## src/rtl/kernel_dma_shell.sv

```systemverilog
// rtl/kernel_dma_shell.sv - streaming DMA shell around an HLS kernel with a local dual-port buffer
//
// Loads num_read words from the read channel into a 2^ADDR_WID-word buffer,
// pulses k_start, serves the kernel's two buffer ports until k_done (or the
// optional run timeout), then streams num_write words back out on the write
// channel. done pulses once per job; error pulses with it when the job failed.
//
// Ports:
//   clk, reset_n                   clock, synchronous active-low reset
//   start + job inputs             job request and parameters, latched in IDLE
//   read_* / finish_read           read channel (read_ready accepts read_data)
//   write_* / finish_write         write channel (write_ready accepts write_data)
//   done, error, busy, returnvalue job status and latched kernel result
//   k_start, k_done, k_ret         kernel control
//   k_addr*/k_ce*/k_we*/k_d*/k_q*  kernel buffer ports 0 and 1
module kernel_dma_shell #(
  parameter int DATA_WID = 32,
  parameter int ADDR_WID = 3,
  parameter int TIMEOUT  = 0
) (
  input  logic                clk,
  input  logic                reset_n,
  input  logic                start,
  input  logic [63:0]         read_base,
  input  logic [63:0]         write_base,
  input  logic [63:0]         num_read,
  input  logic [63:0]         num_write,
  input  logic [63:0]         read_size_input,
  input  logic                read_ready,
  input  logic                write_ready,
  input  logic [DATA_WID-1:0] read_data,
  output logic                read_enable,
  output logic                write_enable,
  output logic                finish_read,
  output logic                finish_write,
  output logic [63:0]         read_addr,
  output logic [63:0]         write_addr,
  output logic [63:0]         write_size,
  output logic [63:0]         read_size_output,
  output logic [DATA_WID-1:0] write_data,
  output logic                done,
  output logic                error,
  output logic                busy,
  output logic [DATA_WID-1:0] returnvalue,
  output logic                k_start,
  input  logic                k_done,
  input  logic [DATA_WID-1:0] k_ret,
  input  logic [ADDR_WID-1:0] k_addr0,
  input  logic [ADDR_WID-1:0] k_addr1,
  input  logic                k_ce0,
  input  logic                k_ce1,
  input  logic                k_we0,
  input  logic                k_we1,
  input  logic [DATA_WID-1:0] k_d0,
  input  logic [DATA_WID-1:0] k_d1,
  output logic [DATA_WID-1:0] k_q0,
  output logic [DATA_WID-1:0] k_q1
);

  localparam int DEPTH = 1 << ADDR_WID;
  localparam logic [ADDR_WID:0] CNT_ONE = 1;

  localparam logic [3:0] S_IDLE    = 4'd0;
  localparam logic [3:0] S_CHECK   = 4'd1;
  localparam logic [3:0] S_RD_WAIT = 4'd2;
  localparam logic [3:0] S_RD_NEXT = 4'd3;
  localparam logic [3:0] S_K_START = 4'd4;
  localparam logic [3:0] S_K_RUN   = 4'd5;
  localparam logic [3:0] S_WR_LOAD = 4'd6;
  localparam logic [3:0] S_WR_WAIT = 4'd7;
  localparam logic [3:0] S_WR_NEXT = 4'd8;
  localparam logic [3:0] S_FIN     = 4'd9;

  logic [3:0]          state_q, state_d;
  logic [63:0]         read_base_q, read_base_d, write_base_q, write_base_d;
  logic [63:0]         num_read_q, num_read_d, num_write_q, num_write_d;
  logic [63:0]         stride_q, stride_d;
  logic [ADDR_WID:0]   cnt_q, cnt_d, cnt_next;
  logic [31:0]         run_q, run_d;
  logic                err_q, err_d;
  logic                read_enable_q, read_enable_d, write_enable_q, write_enable_d;
  logic                finish_read_q, finish_read_d, finish_write_q, finish_write_d;
  logic [63:0]         read_addr_q, read_addr_d, write_addr_q, write_addr_d;
  logic [63:0]         write_size_q, write_size_d, read_size_output_q, read_size_output_d;
  logic [DATA_WID-1:0] write_data_q, write_data_d, returnvalue_q, returnvalue_d;
  logic                done_q, done_d, error_q, error_d, k_start_q, k_start_d;
  logic [DATA_WID-1:0] k_q0_q, k_q0_d, k_q1_q, k_q1_d;
  logic                ld_we, k0_we, k1_we;

  // Buffer survives reset and jobs; only the load path and the kernel write it.
  logic [DATA_WID-1:0] mem_q [DEPTH];

  always_comb begin
    state_d            = state_q;
    read_base_d        = read_base_q;
    write_base_d       = write_base_q;
    num_read_d         = num_read_q;
    num_write_d        = num_write_q;
    stride_d           = stride_q;
    cnt_d              = cnt_q;
    run_d              = run_q;
    err_d              = err_q;
    read_enable_d      = read_enable_q;
    write_enable_d     = write_enable_q;
    finish_read_d      = finish_read_q;
    finish_write_d     = finish_write_q;
    read_addr_d        = read_addr_q;
    write_addr_d       = write_addr_q;
    write_size_d       = write_size_q;
    read_size_output_d = read_size_output_q;
    write_data_d       = write_data_q;
    returnvalue_d      = returnvalue_q;
    k_q0_d             = k_q0_q;
    k_q1_d             = k_q1_q;
    ld_we              = 1'b0;
    k0_we              = 1'b0;
    k1_we              = 1'b0;
    cnt_next           = cnt_q + CNT_ONE;

    case (state_q)
      S_IDLE: begin
        if (start) begin
          read_base_d  = read_base;
          write_base_d = write_base;
          num_read_d   = num_read;
          num_write_d  = num_write;
          stride_d     = read_size_input;
          err_d        = 1'b0;
          state_d      = S_CHECK;
        end
      end
      S_CHECK: begin
        if ((num_read_q == '0) || (num_read_q > 64'(DEPTH)) || (num_write_q > 64'(DEPTH))) begin
          err_d   = 1'b1;
          state_d = S_FIN;
        end else begin
          read_addr_d        = read_base_q;
          read_size_output_d = stride_q;
          read_enable_d      = 1'b1;
          cnt_d              = '0;
          state_d            = S_RD_WAIT;
        end
      end
      S_RD_WAIT: begin
        finish_read_d = 1'b0;
        if (read_ready) begin
          ld_we   = 1'b1;
          state_d = S_RD_NEXT;
        end
      end
      S_RD_NEXT: begin
        if (64'(cnt_next) < num_read_q) begin
          cnt_d         = cnt_next;
          read_addr_d   = read_addr_q + stride_q;
          finish_read_d = 1'b1;
          state_d       = S_RD_WAIT;
        end else begin
          read_enable_d = 1'b0;
          state_d       = S_K_START;
        end
      end
      S_K_START: begin
        run_d   = '0;
        state_d = S_K_RUN;
      end
      S_K_RUN: begin
        // A read that hits an address written this cycle sees the old word.
        if (k_ce0) begin
          if (k_we0) k0_we = 1'b1;
          else       k_q0_d = mem_q[k_addr0];
        end
        if (k_ce1) begin
          if (k_we1) k1_we = 1'b1;
          else       k_q1_d = mem_q[k_addr1];
        end
        if (k_done) begin
          returnvalue_d = k_ret;
          state_d       = (num_write_q == '0) ? S_FIN : S_WR_LOAD;
        end else if ((TIMEOUT != 0) && (run_q + 32'd1 == 32'(TIMEOUT))) begin
          err_d   = 1'b1;
          state_d = S_FIN;
        end else begin
          run_d = run_q + 32'd1;
        end
      end
      S_WR_LOAD: begin
        write_addr_d   = write_base_q;
        write_size_d   = stride_q;
        write_data_d   = mem_q[0];
        write_enable_d = 1'b1;
        cnt_d          = '0;
        state_d        = S_WR_WAIT;
      end
      S_WR_WAIT: begin
        finish_write_d = 1'b0;
        if (write_ready) state_d = S_WR_NEXT;
      end
      S_WR_NEXT: begin
        if (64'(cnt_next) < num_write_q) begin
          cnt_d          = cnt_next;
          write_data_d   = mem_q[cnt_next[ADDR_WID-1:0]];
          write_addr_d   = write_addr_q + stride_q;
          finish_write_d = 1'b1;
          state_d        = S_WR_WAIT;
        end else begin
          write_enable_d = 1'b0;
          state_d        = S_FIN;
        end
      end
      S_FIN: begin
        read_enable_d      = 1'b0;
        write_enable_d     = 1'b0;
        finish_read_d      = 1'b0;
        finish_write_d     = 1'b0;
        read_addr_d        = '0;
        write_addr_d       = '0;
        write_size_d       = '0;
        read_size_output_d = '0;
        write_data_d       = '0;
        state_d            = S_IDLE;
      end
      default: state_d = S_IDLE;
    endcase

    // Status strobes are registered so they are high exactly while in the target state.
    done_d    = (state_d == S_FIN);
    error_d   = done_d & err_d;
    k_start_d = (state_d == S_K_START);
  end

  always_ff @(posedge clk) begin
    if (!reset_n) begin
      state_q            <= S_IDLE;
      read_base_q        <= '0;
      write_base_q       <= '0;
      num_read_q         <= '0;
      num_write_q        <= '0;
      stride_q           <= '0;
      cnt_q              <= '0;
      run_q              <= '0;
      err_q              <= 1'b0;
      read_enable_q      <= 1'b0;
      write_enable_q     <= 1'b0;
      finish_read_q      <= 1'b0;
      finish_write_q     <= 1'b0;
      read_addr_q        <= '0;
      write_addr_q       <= '0;
      write_size_q       <= '0;
      read_size_output_q <= '0;
      write_data_q       <= '0;
      returnvalue_q      <= '0;
      done_q             <= 1'b0;
      error_q            <= 1'b0;
      k_start_q          <= 1'b0;
      k_q0_q             <= '0;
      k_q1_q             <= '0;
    end else begin
      state_q            <= state_d;
      read_base_q        <= read_base_d;
      write_base_q       <= write_base_d;
      num_read_q         <= num_read_d;
      num_write_q        <= num_write_d;
      stride_q           <= stride_d;
      cnt_q              <= cnt_d;
      run_q              <= run_d;
      err_q              <= err_d;
      read_enable_q      <= read_enable_d;
      write_enable_q     <= write_enable_d;
      finish_read_q      <= finish_read_d;
      finish_write_q     <= finish_write_d;
      read_addr_q        <= read_addr_d;
      write_addr_q       <= write_addr_d;
      write_size_q       <= write_size_d;
      read_size_output_q <= read_size_output_d;
      write_data_q       <= write_data_d;
      returnvalue_q      <= returnvalue_d;
      done_q             <= done_d;
      error_q            <= error_d;
      k_start_q          <= k_start_d;
      k_q0_q             <= k_q0_d;
      k_q1_q             <= k_q1_d;
    end
  end

  // Port 1 is written last so it wins a same-address collision with port 0.
  always_ff @(posedge clk) begin
    if (reset_n) begin
      if (ld_we) mem_q[cnt_q[ADDR_WID-1:0]] <= read_data;
      if (k0_we) mem_q[k_addr0] <= k_d0;
      if (k1_we) mem_q[k_addr1] <= k_d1;
    end
  end

  assign read_enable      = read_enable_q;
  assign write_enable     = write_enable_q;
  assign finish_read      = finish_read_q;
  assign finish_write     = finish_write_q;
  assign read_addr        = read_addr_q;
  assign write_addr       = write_addr_q;
  assign write_size       = write_size_q;
  assign read_size_output = read_size_output_q;
  assign write_data       = write_data_q;
  assign done             = done_q;
  assign error            = error_q;
  assign busy             = (state_q != S_IDLE);
  assign returnvalue      = returnvalue_q;
  assign k_start          = k_start_q;
  assign k_q0             = k_q0_q;
  assign k_q1             = k_q1_q;

endmodule

```

## config.mk

```make
export PLATFORM = sky130hd
export DESIGN_NAME = kernel_dma_shell
export DESIGN_NICKNAME = d
export VERILOG_FILES = /design/src/rtl/kernel_dma_shell.sv
export SDC_FILE = /design/constraint.sdc
export NUM_CORES = 2
export LEC_CHECK = 0
export BUFFER_PORTS_ARGS = -buffer_cell sky130_fd_sc_hd__buf_2
export CORE_UTILIZATION = 40
export DETAILED_ROUTE_END_ITERATION = 8
export GPL_TIMING_DRIVEN = 0
export SETUP_SLACK_MARGIN = 0.2
export SLEW_MARGIN = 20
export SYNTH_ARGS = -nofsm -noshare
export SYNTH_HDL_FRONTEND = slang
export SYNTH_SLANG_ARGS = --single-unit
export TNS_END_PERCENT = 50
```

## constraint.sdc

```tcl
create_clock -name clk -period 6.34 [get_ports clk]
set_input_delay 0.317 -clock clk [delete_from_list [all_inputs] [get_ports clk]]
set_output_delay 0.317 -clock clk [all_outputs]
set_load 0.005 [all_outputs]
```

# Word-level counts from Yosys, hierarchy flattened
# Memories as Yosys holds them, arrays and structs flattened. A register that Yosys moved wholly into a read port is not among the register bits.
# Cells that the tools add are included.
# W data, S select, Z words.
[totals] ff_bits=656 mem_bits_rw=256 in_bits=464 output_inout_bits=392 word_cells=133 mem_count=1
[classes] addsub=3 magnitude_cmp=4 n_eq_ne=16 n_mux=55 bitwise_logic=3 n_reduce_logical=30
[mem_list] name="mem_q" depth=8 width=32 read_ports=4 rd_clocked_by_memory_dff=2 wr=2 line="91" source="logic [DATA_WID-1:0] mem_q [DEPTH];"
[ops] operator="$pmux W64 S3" count=2
[ops] operator="$mux W64" count=4
[ops] operator="$pmux W64 S2" count=2
[ops] operator="$add A64 B64 Y64" count=2
[ops] operator="$gt A64 B4 Y1 const B" count=2
[ops] operator="$logic_not A64 Y1" count=2
[ops] operator="$lt A4 B64 Y1" count=2
[ops] operator="$pmux W32 S3" count=1
[ops] operator="$mux W32" count=2
[ops] operator="$mux W4" count=10
[ops] operator="$pmux W4 S9" count=1
[ops] operator="$reduce_or A32 Y1" count=1
[ops] operator="$mux W1" count=25
[ops] operator="$eq A4 B3 Y1 const B" count=5
[ops] operator="$pmux W4 S4" count=1
[ops] operator="$reduce_and A2 Y1" count=7
[ops] operator="$eq A4 B4 Y1 const B" count=3
[ops] operator="$reduce_and A3 Y1" count=4
[ops] operator="$ne A2 B2 Y1 const B" count=5
[ops] operator="$eq A4 B2 Y1 const B" count=2
[ops] operator="$reduce_bool A2 Y1" count=4
[ops] operator="$reduce_bool A4 Y1" count=2
[ops] operator="$mux W3" count=2
[ops] operator="$pmux W1 S2" count=3
[ops] operator="11 further kinds" count=17

# Depth between registers and ports, before layout
[depth] word_depth=8 mapped_depth=17 depth_no_buf=14

# Worst setup path after synthesis
# OpenSTA, ideal clock, no wires.
[synth_timing] path_type="flip-flop to flip-flop" start="register state_q[0]" end="memory mem_q[5][0], enable pin" setup_ns=0.466 arrival_time_ns=4.399 required_ns=5.874 setup_slack_ns=1.476 path_stages_with_launch=10 n_path_buf=3 synth_period_minus_slack_ns=4.864 cell_sequence="dfxtp_1 -> clkbuf_1 -> nor2b_1 -> and2_1 -> nand4_1 -> clkbuf_1 -> clkbuf_1 -> mux2i_1 -> nand2_1 -> o21ai_0"
[synth_rtl] item="from (decl)" line="74" source="logic [3:0] state_q, state_d;"
[synth_rtl] item="from (signal assigned)" line="258" source="state_q <= state_d;"
[synth_rtl] item="to (decl)" line="91"

# Worst setup path after layout
[layout_timing] start="register cnt_q[1]" end="register write_addr_q[61], in the netlist write_addr[61]"
[layout_between] elab_chain_len=4
[layout_rtl] item="from (decl)" line="78" source="logic [ADDR_WID:0] cnt_q, cnt_d, cnt_next;"
[layout_rtl] item="from (signal assigned)" line="264" source="cnt_q <= cnt_d;"
[layout_rtl] item="$add A4 B1 Y4" line="118" source="cnt_next = cnt_q + CNT_ONE;"
[layout_rtl] item="$lt A4 B64 Y1" line="199" source="if (64'(cnt_next) < num_write_q) begin"
[layout_rtl] item="$ne A2 B2 Y1 (no line)"
[layout_rtl] item="$reduce_and A2 Y1 (no line)"
[layout_rtl] item="to (signal assigned)" line="272" source="write_addr_q <= write_addr_d;"
[layout_rtl] item="to (decl)" line="83" source="logic [63:0] read_addr_q, read_addr_d, write_addr_q, write_addr_d;"
# Every way passes these cells.
# A chain may end at the register's enable or synchronous reset.

==> report_table.html <==
<table>
<tr><th>Metric</th><th>Value</th></tr>
<tr><th colspan="2">Outcome</th></tr>
<tr><td>Status</td><td>finished clean</td></tr>
<tr><th colspan="2">Clock tree</th></tr>
<tr><td>Clock slew seen by the registers of the worst setup and hold paths</td><td>0.06 ns</td></tr>
<tr><td>Hold_buf cts</td><td>352</td></tr>
<tr><td>Clock latency on the worst-skew pair</td><td>0.72 ns</td></tr>
<tr><td>H-tree level count</td><td>3</td></tr>
<tr><td>Total CTS buffers</td><td>108</td></tr>
<tr><td>Buffer count from post-CTS setup fixing</td><td>0</td></tr>
<tr><td>Library cell used as clock root buffer</td><td>clkbuf_16</td></tr>
<tr><td>CTS tree</td><td>yes</td></tr>
<tr><td>Number of gates resized after cts</td><td>0</td></tr>
<tr><td>Maximum number of buffers from clock root to sink</td><td>3</td></tr>
<tr><td>Sink Count</td><td>roughly 980</td></tr>
<tr><th colspan="2">Floorplan</th></tr>
<tr><td>Die Height</td><td>about 350 um</td></tr>
<tr><td>Die Width</td><td>about 350 um</td></tr>
<tr><td>Area inside the core boundary</td><td>124000 um2</td></tr>
<tr><td>DIE AREA</td><td>between 100000 and 150000 um2</td></tr>
<tr><td>Top-level I/O count</td><td>856</td></tr>
<tr><td>Starting density of the core</td><td>40.3%</td></tr>
<tr><td># rows</td><td>129</td></tr>
<tr><th colspan="2">Logic synthesis</th></tr>
<tr><td>Leading post-synthesis cells by instance count</td><td>nand2_1 (1058), a21oi_1 (914), dfxtp_1 (720)</td></tr>
<tr><td>Post-synthesis simple-gate area fraction</td><td>16.1%</td></tr>
<tr><td>Synth Area in Adders</td><td>3.42%</td></tr>
<tr><td>Post-synth net total</td><td>approximately 6200</td></tr>
<tr><td>Count leader, synth</td><td>nand2_1</td></tr>
<tr><td>Register area share after synthesis</td><td>between 40% and 50%</td></tr>
<tr><td>Number of synthesized register bits</td><td>976</td></tr>
<tr><td>Post-Synthesis Cells</td><td>about 5600</td></tr>
<tr><td>Synth area leader</td><td>dfxtp_1</td></tr>
<tr><td>Fraction of the mapped netlist area in compound gates</td><td>between 10% and 20%</td></tr>
<tr><td>Number of warnings reported in the yosys synthesis log</td><td>0</td></tr>
<tr><td>Cells taking the most area after synthesis</td><td>dfxtp_1 (29%), edfxtp_1 (15%), a21oi_1 (9.2%)</td></tr>
<tr><td>Async SR Flop Fraction</td><td>0%</td></tr>
<tr><td>Multiplexer fraction of the synthesized cell area</td><td>10.7%</td></tr>
<tr><td>Top_reg_cell synth</td><td>dfxtp_1</td></tr>
<tr><td>Number of library cell types mapped by synthesis</td><td>90</td></tr>
<tr><td>Post-synth EDFFs</td><td>about 260</td></tr>
<tr><td>Portion of synthesized cell area occupied by the leading cell type</td><td>roughly 29%</td></tr>
<tr><td>Average cell area after synthesis</td><td>8.90 um2</td></tr>
<tr><td>Xor/xnor share of the synthesized area</td><td>under 10%</td></tr>
<tr><td>Main combinational cell family by area after synthesis</td><td>compound AO/OA/AOI/OAI gates</td></tr>
<tr><td>Netlist Area Pre-Place</td><td>49800 um2</td></tr>
<tr><th colspan="2">Routing</th></tr>
<tr><td>Number of nets still failing antenna checks after routing</td><td>0</td></tr>
<tr><td>Average detailed-routed wire length per instance</td><td>27.2 um</td></tr>
<tr><td>Detailed-route DRC error count</td><td>0</td></tr>
<tr><td>Wirelength, routed</td><td>about 230000 um</td></tr>
<tr><td>DR pass1 iterations</td><td>7</td></tr>
<tr><td>Initial detailed-routing violation count</td><td>6140</td></tr>
<tr><td>Routed vias</td><td>about 51000</td></tr>
<tr><td>Vias/cell</td><td>5.91</td></tr>
<tr><th colspan="2">Power and ir drop</th></tr>
<tr><td>Leakage power</td><td>25.8 nW</td></tr>
<tr><td>Tot Pwr</td><td>21.5 mW</td></tr>
<tr><td>Maximum vdd drop</td><td>around 0.25 mV</td></tr>
<tr><td>P per Cell Area</td><td>roughly 340 nW/um2</td></tr>
<tr><th colspan="2">Global routing</th></tr>
<tr><td>Total track usage</td><td>~36%</td></tr>
<tr><td>Total congestion overflow after global routing</td><td>0</td></tr>
<tr><td>Largest net degree at the start of global routing</td><td>17</td></tr>
<tr><td>Number of antenna violations at the first check in global routing</td><td>27</td></tr>
<tr><td>Global-route wire length before repair</td><td>around 330000 um</td></tr>
<tr><td>Vias in the first global route</td><td>49000</td></tr>
<tr><th colspan="2">Finish</th></tr>
<tr><td>Count of fill cells added during filler insertion</td><td>between 10000 and 15000</td></tr>
<tr><td>Core Util, Final</td><td>51.6%</td></tr>
<tr><td>Number of nets at the end of the flow</td><td>7492</td></tr>
<tr><td>Area occupied by registers</td><td>22100 um2</td></tr>
<tr><td>Area occupied by multi-input gates</td><td>about 26000 um2</td></tr>
<tr><td>Area growth from synthesis to layout</td><td>28.1%</td></tr>
<tr><td>Fraction of final layout cells with drive strength greater than 1</td><td>19.0%</td></tr>
<tr><th colspan="2">Placement</th></tr>
<tr><td>Count of input and output buffers</td><td>819</td></tr>
<tr><td>Half-perimeter wire length of the detailed placement result</td><td>~180000 um</td></tr>
<tr><td>Final weighted congestion in routability-driven placement</td><td>~1</td></tr>
<tr><td>Worst slack after detailed placement</td><td>1.17 ns</td></tr>
<tr><th colspan="2">Worst setup path</th></tr>
<tr><td>Cell count of the worst reg-to-reg path</td><td>13</td></tr>
<tr><td>Crit Path Category</td><td>reg -&gt; reg</td></tr>
<tr><td>Setup crit end kind</td><td>register</td></tr>
<tr><td>Top fanout value on the critical path</td><td>11</td></tr>
<tr><td>Element type at the critical path start</td><td>register</td></tr>
<tr><td>Signal arrival time at the worst endpoint</td><td>5.70 ns</td></tr>
<tr><td>Worst path required time</td><td>6.87 ns</td></tr>
<tr><th colspan="2">Timing</th></tr>
<tr><td>Endpoints failing hold</td><td>0</td></tr>
<tr><td>Max-slew violation count</td><td>0</td></tr>
<tr><td>Worst Skew</td><td>roughly 0.036 ns</td></tr>
<tr><td>Actual slew at the worst max-slew pin</td><td>1.27 ns</td></tr>
<tr><td>Minimum clock period</td><td>5.17 ns</td></tr>
<tr><td>Highest attainable clock frequency</td><td>0.193 GHz</td></tr>
<tr><td>Setup repair after global routing missed its margin</td><td>no</td></tr>
<tr><td>Total Neg Setup Slack</td><td>0 ns</td></tr>
<tr><td>Worst Slack Setup Final</td><td>~1.2 ns</td></tr>
<tr><td>Relative slew slack</td><td>15.4%</td></tr>
<tr><td>Final-report setup violation count</td><td>0</td></tr>
<tr><td>Share of the clock period used by the worst path after layout</td><td>81.5%</td></tr>
<tr><th colspan="2">Flow run</th></tr>
<tr><td>Max-Cap Viols</td><td>0</td></tr>
<tr><th colspan="2">Worst hold path</th></tr>
<tr><td>Worst min-delay path class</td><td>in -&gt; reg</td></tr>
<tr><td>Depth of the worst hold-timing path</td><td>3</td></tr>
</table>
worst max-delay path, cell delays in order (launching register included):
cell      delay (ns)
dfxtp_1         0.37
ha_1            0.25
xnor2_1         0.64
inv_1           0.37
clkbuf_1        0.44
ha_1            0.41
o21ai_0         0.08
nand2b_1        0.08
a21oi_1         0.14
nor2_1          0.15
o21ai_0         0.25
clkbuf_1        0.79
clkbuf_1        0.79
a311oi_1        0.21
state kept, by name, summed over array words and instances (netlist names), 4 cells and up:
register / flops
mem_q: 256
stride_q: 64
write_data: 32
read_addr: 64
state_q: 4
num_write_q: 64
cnt_q: 4
returnvalue: 32
num_read_q: 64
write_addr: 64
write_size: 64
write_base_q: 64
read_base_q: 64
k_q0: 32
read_size_output: 64
k_q1: 32
cells by family after synthesis:
group / Yosys count
AOI/OAI and AO/OA: 1598
xor gates and xnor gates: 119
adders and majority gates: 135
buffers and inverters: 503
DFF: 976
muxes: 292
and+or+nand+nor: 1972
metrics by stage:
step / instances / hold WS, ns / instance area [um2]
2_1_floorplan: 5595 / 0.431 / 49800
3_3_place_gp: 8051 / 0.437 / 55900
3_5_place_dp: 8068 / 0.442 / 56500
4_1_cts: 8622 / 0.0108 / 63700
5_1_grt: 8631 / 0.0425 / 63800
6_report: 8638 / 0.0472 / 63800
final cells by class:
cell class              count  share of cell area [%]
well taps                1637                    3.21
inverters                  33                   0.194
clock inverters            50                   0.871
clock buffers             152                    4.90
repair buffers           1188                    12.7
plain buffers             470                    2.98
multi-input cells        4116                    40.4
diodes                     16                  0.0628
flip-flops and latches    976                    34.7
report_power, final:
part	switching [mW]	internal [mW]	total, mW
clock network	2.75	3.85	6.60
logic	4.46	2.33	6.79
registers	0.890	7.20	8.09
total	8.10	13.4	21.5
per-layer routing:
layer	share of wire, %	GRT usage, %	vias to the layer above
met5	0.063	0	-
li1	-	-	22800
met4	6.2	20.4	22
met1	37	42.9	24400
met2	46	58.5	3135
met3	10	9.28	753
layout by cell type, fill, tap and decap left out, drive strengths merged, types with 75 or more instances in the layout:
cell / netlist / layout
a22oi: 75 / 75
mux2i: 98 / 98
nor2: 627 / 627
ha: 133 / 133
nor3: 81 / 81
nand2: 1058 / 1058
mux4: 192 / 192
clkbuf: 383 / 541
edfxtp: 256 / 256
dlygate4sd3: 0 / 352
a211oi: 110 / 110
dfxtp: 720 / 720
a21oi: 917 / 917
a221oi: 105 / 105
buf: 87 / 917
o21ai: 159 / 159
final timing paths:
path / startpoint / end / slack (ns)
max: cnt_q[1]$_SDFFE_PN0P_ / write_addr[61]$_SDFFE_PN0P_ / 1.17
max reg2reg: cnt_q[1]$_SDFFE_PN0P_ / write_addr[61]$_SDFFE_PN0P_ / 1.17
min: k_d1[1] / mem_q[6][1]$_DFFE_PP_ / 0.05
min reg2reg: read_size_output[1]$_SDFFE_PN0P_ / read_size_output[1]$_SDFFE_PN0P_ / 0.45
(Power assumes the default switching activity.)
